File: src/rtl/ifft_4pt_seq.sv
// ifft_4pt_seq: sequential 4-point radix-2 DIT inverse FFT with 1/N scaling.
// One add/subtract butterfly is shared across 2 stages x 2 butterflies.
// The twiddles are only 1 and +j, so the +j rotation is a swap plus a negate.
// Optional macro IFFT_ROUND_EN: each halving rounds half-up and saturates.
// When the macro is undefined, each halving is a plain floor shift.
module ifft_4pt_seq #(
  parameter int DATA_W = 8
) (
  input  logic                   clk,
  input  logic                   rst_n,
  input  logic                   in_valid,
  output logic                   in_ready,
  input  logic [3:0][DATA_W-1:0] x_r,
  input  logic [3:0][DATA_W-1:0] x_i,
  output logic                   out_valid,
  input  logic                   out_ready,
  output logic [3:0][DATA_W-1:0] Xout_r,
  output logic [3:0][DATA_W-1:0] Xout_i
);

  // One guard bit: a +/- b for DATA_W operands (b possibly negated) always fits.
  localparam int EW = DATA_W + 1;
  typedef logic signed [EW-1:0] ext_t;

  typedef enum logic [2:0] {
    IDLE = 3'd0,
    S1A  = 3'd1,
    S1B  = 3'd2,
    S2A  = 3'd3,
    S2B  = 3'd4,
    DONE = 3'd5
  } state_t;

  function automatic ext_t sext(input logic [DATA_W-1:0] v);
    return ext_t'($signed(v));
  endfunction

`ifdef IFFT_ROUND_EN
  typedef logic signed [EW:0] wide_t;
  localparam wide_t SAT_MAX = wide_t'({{3{1'b0}}, {(DATA_W-1){1'b1}}});
  localparam wide_t SAT_MIN = wide_t'({{3{1'b1}}, {(DATA_W-1){1'b0}}});

  // Round half-up. The +1 can push 2^DATA_W-1 up to 2^DATA_W, so the sum uses one more bit.
  function automatic logic [DATA_W-1:0] halve(input ext_t s);
    wide_t t;
    t = (wide_t'(s) + wide_t'(1'b1)) >>> 1;
    if (t > SAT_MAX) begin
      return DATA_W'(SAT_MAX);
    end else if (t < SAT_MIN) begin
      return DATA_W'(SAT_MIN);
    end else begin
      return DATA_W'(t);
    end
  endfunction
`else
  // Floor halving: the arithmetic shift brings the value back to DATA_W without overflow.
  function automatic logic [DATA_W-1:0] halve(input ext_t s);
    return DATA_W'(s >>> 1);
  endfunction
`endif

  state_t                  state_q, state_d;
  logic [3:0][DATA_W-1:0]  wr_q, wr_d, wi_q, wi_d;
  logic [3:0][DATA_W-1:0]  yr_q, yr_d, yi_q, yi_d;
  logic                    out_valid_q, out_valid_d;

  logic [DATA_W-1:0]       op_a_r_s, op_a_i_s, op_b_r_s, op_b_i_s;
  logic                    rot_s;
  ext_t                    b_r_e_s, b_i_e_s;
  ext_t                    sum_r_s, sum_i_s, dif_r_s, dif_i_s;
  logic [DATA_W-1:0]       hs_r_s, hs_i_s, hd_r_s, hd_i_s;

  // Route the operand pair for the current butterfly step into the shared adder.
  always_comb begin
    op_a_r_s = '0;
    op_a_i_s = '0;
    op_b_r_s = '0;
    op_b_i_s = '0;
    rot_s    = 1'b0;
    case (state_q)
      S1A: begin
        op_a_r_s = wr_q[0]; op_a_i_s = wi_q[0];
        op_b_r_s = wr_q[2]; op_b_i_s = wi_q[2];
      end
      S1B: begin
        op_a_r_s = wr_q[1]; op_a_i_s = wi_q[1];
        op_b_r_s = wr_q[3]; op_b_i_s = wi_q[3];
      end
      S2A: begin
        op_a_r_s = wr_q[0]; op_a_i_s = wi_q[0];
        op_b_r_s = wr_q[1]; op_b_i_s = wi_q[1];
      end
      S2B: begin
        op_a_r_s = wr_q[2]; op_a_i_s = wi_q[2];
        op_b_r_s = wr_q[3]; op_b_i_s = wi_q[3];
        rot_s    = 1'b1;
      end
      default: begin
        rot_s = 1'b0;
      end
    endcase
  end

  // Apply the +j twiddle as swap/negate. The negate is done in the wide type so -(-2^(W-1)) fits.
  always_comb begin
    if (rot_s) begin
      b_r_e_s = -sext(op_b_i_s);
      b_i_e_s = sext(op_b_r_s);
    end else begin
      b_r_e_s = sext(op_b_r_s);
      b_i_e_s = sext(op_b_i_s);
    end
  end

  assign sum_r_s = sext(op_a_r_s) + b_r_e_s;
  assign sum_i_s = sext(op_a_i_s) + b_i_e_s;
  assign dif_r_s = sext(op_a_r_s) - b_r_e_s;
  assign dif_i_s = sext(op_a_i_s) - b_i_e_s;

  assign hs_r_s = halve(sum_r_s);
  assign hs_i_s = halve(sum_i_s);
  assign hd_r_s = halve(dif_r_s);
  assign hd_i_s = halve(dif_i_s);

  // Sequencing and next-state values. Stage-1 results overwrite the input slots in place.
  always_comb begin
    state_d     = state_q;
    wr_d        = wr_q;
    wi_d        = wi_q;
    yr_d        = yr_q;
    yi_d        = yi_q;
    out_valid_d = out_valid_q;
    case (state_q)
      IDLE: begin
        if (in_valid) begin
          wr_d    = x_r;
          wi_d    = x_i;
          state_d = S1A;
        end else begin
          state_d = IDLE;
        end
      end
      S1A: begin
        wr_d[0] = hs_r_s; wi_d[0] = hs_i_s;
        wr_d[2] = hd_r_s; wi_d[2] = hd_i_s;
        state_d = S1B;
      end
      S1B: begin
        wr_d[1] = hs_r_s; wi_d[1] = hs_i_s;
        wr_d[3] = hd_r_s; wi_d[3] = hd_i_s;
        state_d = S2A;
      end
      S2A: begin
        yr_d[0] = hs_r_s; yi_d[0] = hs_i_s;
        yr_d[2] = hd_r_s; yi_d[2] = hd_i_s;
        state_d = S2B;
      end
      S2B: begin
        yr_d[1]     = hs_r_s; yi_d[1] = hs_i_s;
        yr_d[3]     = hd_r_s; yi_d[3] = hd_i_s;
        out_valid_d = 1'b1;
        state_d     = DONE;
      end
      DONE: begin
        if (out_ready) begin
          out_valid_d = 1'b0;
          if (in_valid) begin
            wr_d    = x_r;
            wi_d    = x_i;
            state_d = S1A;
          end else begin
            state_d = IDLE;
          end
        end else begin
          state_d = DONE;
        end
      end
      default: begin
        state_d     = IDLE;
        out_valid_d = 1'b0;
      end
    endcase
  end

  // State, working and result registers. Reset discards any frame in flight.
  always_ff @(posedge clk or negedge rst_n) begin
    if (!rst_n) begin
      state_q     <= IDLE;
      wr_q        <= '0;
      wi_q        <= '0;
      yr_q        <= '0;
      yi_q        <= '0;
      out_valid_q <= 1'b0;
    end else begin
      state_q     <= state_d;
      wr_q        <= wr_d;
      wi_q        <= wi_d;
      yr_q        <= yr_d;
      yi_q        <= yi_d;
      out_valid_q <= out_valid_d;
    end
  end

  assign in_ready  = (state_q == IDLE) || ((state_q == DONE) && out_ready);
  assign out_valid = out_valid_q;
  assign Xout_r    = yr_q;
  assign Xout_i    = yi_q;

endmodule

File: config.mk
export PLATFORM = sky130hd
export DESIGN_NAME = ifft_4pt_seq
export DESIGN_NICKNAME = d
export VERILOG_FILES = /design/src/rtl/ifft_4pt_seq.sv
export SDC_FILE = /design/constraint.sdc
export NUM_CORES = 1
export LEC_CHECK = 0
export BUFFER_PORTS_ARGS = -buffer_cell sky130_fd_sc_hd__buf_2
export CAP_MARGIN = 20
export CORE_MARGIN = 1.5
export CORE_UTILIZATION = 55
export DETAILED_ROUTE_END_ITERATION = 8
export PLACE_DENSITY = 0.78
export SLEW_MARGIN = 20
export SYNTH_ARGS = -nofsm -noshare
export SYNTH_HDL_FRONTEND = slang
export SYNTH_SLANG_ARGS = --single-unit
File: constraint.sdc
create_clock -name clk -period 4.2 [get_ports clk]
set_input_delay 0.42 -clock clk [delete_from_list [all_inputs] [get_ports clk]]
set_output_delay 0.42 -clock clk [all_outputs]
set_load 0.005 [all_outputs]
[Word level (Yosys, flattened, before mapping)]
Cells that the tools add are included.
Word-level totals
  register bits after elaboration: 132
  input port bits: 68
Operators by class
  $add $sub $neg: 5
  equal/unequal tests: 6
  mux-type cells: 24
  bitwise gates (word level): 1
  reductions and logical operators: 11
Operators with widths (count)
  $pmux 8 s3: 12
  $mux 32: 4
  $add 8x9->9: 2
  $mux 9: 2
  $pmux 3 s6: 1
  $sub 8x9->9: 2
  $neg 8->9: 1
  $eq 3x2->1 const B: 2
  $eq 3x3->1 const B: 2
  $reduce_and 2->1: 3
  $reduce_bool 3->1: 2
  $reduce_or 2->1: 2
  $reduce_or 4->1: 1
  $eq 3x1->1 const B: 1
  $logic_not 3->1: 1
  $mux 1: 3
  $mux 3: 1
  $pmux 1 s3: 1
  $ne 2x2->1 const B: 1
  $logic_and 1x1->1: 1
  $logic_or 1x1->1: 1
  $not 1->1: 1

[Logic depth before layout (Yosys ltp)]
  depth after elaboration: 7
  mapped depth: 19
  depth with buffers taken out: 16

[Worst setup path after synthesis]
No wires, ideal clock.
  kind: reg2reg
  start: register state_q[1]
  end: register wr_q[31] (netlist bit)
  setup time: 0.133 ns
  arrival time: 3.524 ns
  path slack: 0.542 ns
  cell stages (with the launch flop): 19
  buffers on the path: 4
  clock period less this slack: 3.658 ns
  cells stage by stage: dfrtp_1 buf_6 buf_8 buf_6 mux2_4 a22o_1 a22oi_4 ha_1 and4bb_2 xnor2_1 o21a_1 ha_1 clkbuf_1 a21oi_1 a21oi_1 o21bai_1 a21oi_1 xor2_2 o211ai_2
On the way
  cells in the longest elaborated chain, start to end: 7
  elaborated cells on any way between the ends: 19
Ends and longest elaborated chain
  from (decl): line 62  | state_t state_q, state_d;
  from (signal assigned): line 195  | state_q <= state_d;
  $eq 3x2->1 / $eq 3x3->1 (equally long branches): line 80, 133
  $reduce_or 2->1 (no line)
  $pmux 8 s3: line 80  | case (state_q)
  $neg 8->9: line 107  | b_r_e_s = -sext(op_b_i_s);
  $mux 9: line 106  | if (rot_s) begin
  $sub 8x9->9: line 117  | assign dif_r_s = sext(op_a_r_s) - b_r_e_s;
  $pmux 8 s3: line 133  | case (state_q)
  to (signal assigned): line 196  | wr_q <= wr_d;
  to (decl): line 63  | logic [3:0][DATA_W-1:0] wr_q, wr_d, wi_q, wi_d;
Parallel ways exist; a longest one is shown, timed or not.
A chain may end at the register's enable or synchronous reset.

[Final worst setup path]
  start: register state_q[2]
  end: register wi_q[20] (netlist bit)
On the way
  cells in the longest elaborated chain, start to end: 6
  elaborated cells on any way between the ends: 18
Ends and longest elaborated chain
  $eq 3x2->1 / $eq 3x3->1 (equally long branches): line 80
  $reduce_or 2->1 (no line)
  $pmux 8 s3: line 80
  $mux 9: line 106
  $sub 8x9->9: line 118  | assign dif_i_s = sext(op_a_i_s) - b_i_e_s;
  $pmux 8 s3: line 133
  to (signal assigned): line 197  | wi_q <= wi_d;
  to (decl): line 63
Parallel ways exist; a longest one is shown, timed or not.

==> reports/qor.csv <==
stage,metric,value,unit
status,status,completed,
place,Port Buffers,133,
critical_path,Worst EP required,4470,ps
timing,worst-case clock skew,11.4,ps
layout,Util after Layout,66.1,%
timing,fraction of the cycle the final worst path needs,93.0,%
layout,fraction of layout instances using a drive strength above 1,22.8,%
critical_path,crit path max fanout,12,
critical_path,Setup CP Type,register to register,
die,die height,124,um
critical_path,crit path capture type,register,
cts,clk buf depth,2,
place,placed wire-length estimate,16800,um
die,core area,14500,um2
detailed_routing,Pre-antenna DRT Iters,7,
critical_path,crit path DAT,4170,ps
layout,nets@finish,1168,
die,DIE AREA,15500,um2
critical_path,worst r2r src,state_q[2],
yosys,Seq cells post-synth,132,
layout,Layout area overhead,18.0,%
timing,worst slew pin tran,1130,ps
critical_path,CP most frequent cell,nor2_1,
detailed_routing,via count,7364,
cts,hold_buf cts,0,
cts,clk slew on worst S/H paths,60,ps
die,site row count,44,
detailed_routing,Post-route DRC,0,
cts,clk_lat worst skew,440,ps
detailed_routing,final WL,23400,um
yosys,mapped cell area,8110,um2
place,DP Area,8960,um2
critical_path,"setup slack, reg-to-reg",290,ps
critical_path,startpoint types,register,
yosys,largest area contributor in the netlist,dfrtp_1,
yosys,YS warnings,0,
cts,clk root buf,clkbuf_16,
layout,post-route cell area,9570,um2
place,RePlAce Congestion,0.897,
critical_path,critical path cell sequence,nor3b_4 -> buf_4 -> o2bb2ai_1 -> or2_2 -> nor2_1 -> nor2_1 -> ha_1 -> or4_1 -> o211ai_1 -> xor2_1 -> o21ai_0,
yosys,"EDFF count, synth",0,
timing,fmax,0.256,GHz
hold_path,Hold/Removal Path Class,input pin to async pin,
cts,CTS tree,yes,
detailed_routing,vias per cell,5.83,
run,Max Cap Viol,0,
yosys,Synth top area share,40.8,%
timing,unrepaired setup endpoints after global routing,no,
critical_path,R2R depth,11,
yosys,ys async rst share,100,%
yosys,top post-synthesis cells by area,"dfrtp_1, nand2_1, o21ai_0",
global_route,antenna violations before repair,0,
global_route,grt ovf,0,
detailed_routing,ANT nets after route,0,
cts,CTS Buf Count,17,
global_route,vias in the first global route,7230,
die,Initial Util,56.0,%
detailed_routing,initial drt markers,538,
timing,setup TNS,0,ps
global_route,first-pass GRT wire length,38000,um
global_route,pin count of the biggest net entering global routing,82,
critical_path,critical path's largest stage delay,580,ps
critical_path,Slowest cell on crit path,dfrtp_1,
yosys,syn nets,1052,
die,die width,124,um
cts,H-tree depth,4,
layout,fillers,1218,
critical_path,reg-to-reg endpoint,wi_q[20],
timing,Tmin final,3910,ps
die,IO Count,134,
global_route,gr usage total,31.1,%
yosys,Syn Area/Cell,8.53,um2
layout,Ant. Diodes,0,
timing,final hold violation count,0,
cts,clock sinks,132,
timing,final setup violation count,0,
yosys,most frequent cells after synthesis,"nand2_1, dfrtp_1, o21ai_0",
timing,Rel. slew slack,24.5,%
timing,Max Slew Vio Count,0,
yosys,Netlist cell types,80,
detailed_routing,Avg WL per Cell,18.5,um
yosys,predominant post-synthesis flop cell,dfrtp_1,
yosys,post-synthesis sequential area ratio,40.8,%
yosys,post-synthesis cell count,950,
yosys,"count leader, synth",nand2_1,
[layer usage]
metal / share of wire [%] / global-route usage (%) / wire length, um
met1: 43 / 42.1 / 10000
met2: 47 / 49.0 / 11100
met3: 6.8 / 6.01 / 1590
met4: 3.2 / 12.8 / 745
met5: 0 / 0 / 0
[worst max-delay path, delay by kind of cell (launching register included)]
kind	cells	cell delay (ps)
AO/OA/AOI/OAI	3	550
adder cells (fa/ha/maj)	1	390
XOR/XNOR	1	410
flip-flops	1	580
buffers and inverters	1	280
AND/OR/NAND/NOR	5	1520
[layout by cell type (no fill, tap or decap), types with 9 or more instances in the layout]
cell and count:
buf_2 132, o21ai_0 116, nand2b_1 9, nor2_1 64, ha_1 30, dfrtp_1 130
xor2_1 10, o211ai_1 13, a21oi_1 87, nand3_1 16, nand2_1 164, o21ai_1 14
and3_1 17, clkbuf_16 17, inv_1 37, a21o_1 10, xnor2_1 18, o21a_1 13
buf_4 31
[cell families (layout without fill, tap and decap cells)]
logic type	count (synthesis)	after routing	synth area share, %
buffers and inverters	105	234	5.62
xor gates and xnor gates	32	32	3.83
AOI/OAI and AO/OA	312	312	23.7
adders and majority gates	34	34	5.62
and+or+nand+nor	323	323	18.8
muxes	12	12	1.67
DFF	132	132	40.8
[stage by stage]
| step | setup slack (ps) | instances | hold slack (ps) |
|---|---|---|---|
| 4_1_cts | 246 | 1263 | 52.3 |
| 3_5_place_dp | 240 | 1231 | 464 |
| 6_report | 292 | 1263 | 25.8 |
| 3_3_place_gp | 386 | 1231 | 457 |
| 2_1_floorplan | 542 | 950 | 124 |
| 5_1_grt | 21.9 | 1263 | 75.6 |
[flip-flops by register name (all words and copies together) (netlist names)]
signal / count
Xout_i: 32
Xout_r: 32
out_valid: 1
state_q: 3
wi_q: 32
wr_q: 32
[repair_timing]
action	4_1_cts	5_1_grt
buffers inserted	0	0
endpoints found under the setup margin	0	9
resized for setup	0	1
[cell type report]
cell class              instances  area, um2  area share [%]
clock inverters                14        164            1.71
repair buffers                164        913            9.55
multi-input cells             713       4370            45.7
well taps                     184        230            2.41
inverters                      38        143            1.49
clock buffers                  18        439            4.59
flip-flops and latches        132       3310            34.6
[worst max-delay path by stage]
stage               start        to  slack (ps)  cells past startpoint
3_3_place_gp   state_q[1]  wr_q[15]         390                     14
6_report       state_q[2]  wi_q[20]         290                     11
5_1_grt        state_q[1]  wr_q[23]          20                     14
2_1_floorplan  state_q[1]  wr_q[31]         540                     18
3_5_place_dp   state_q[1]  wr_q[15]         240                     14
4_1_cts        state_q[1]   wr_q[7]         250                     14
Power is left out: the tool's default activity adds up to more than one toggle a clock period on the data nets, which glitch-free logic cannot reach.
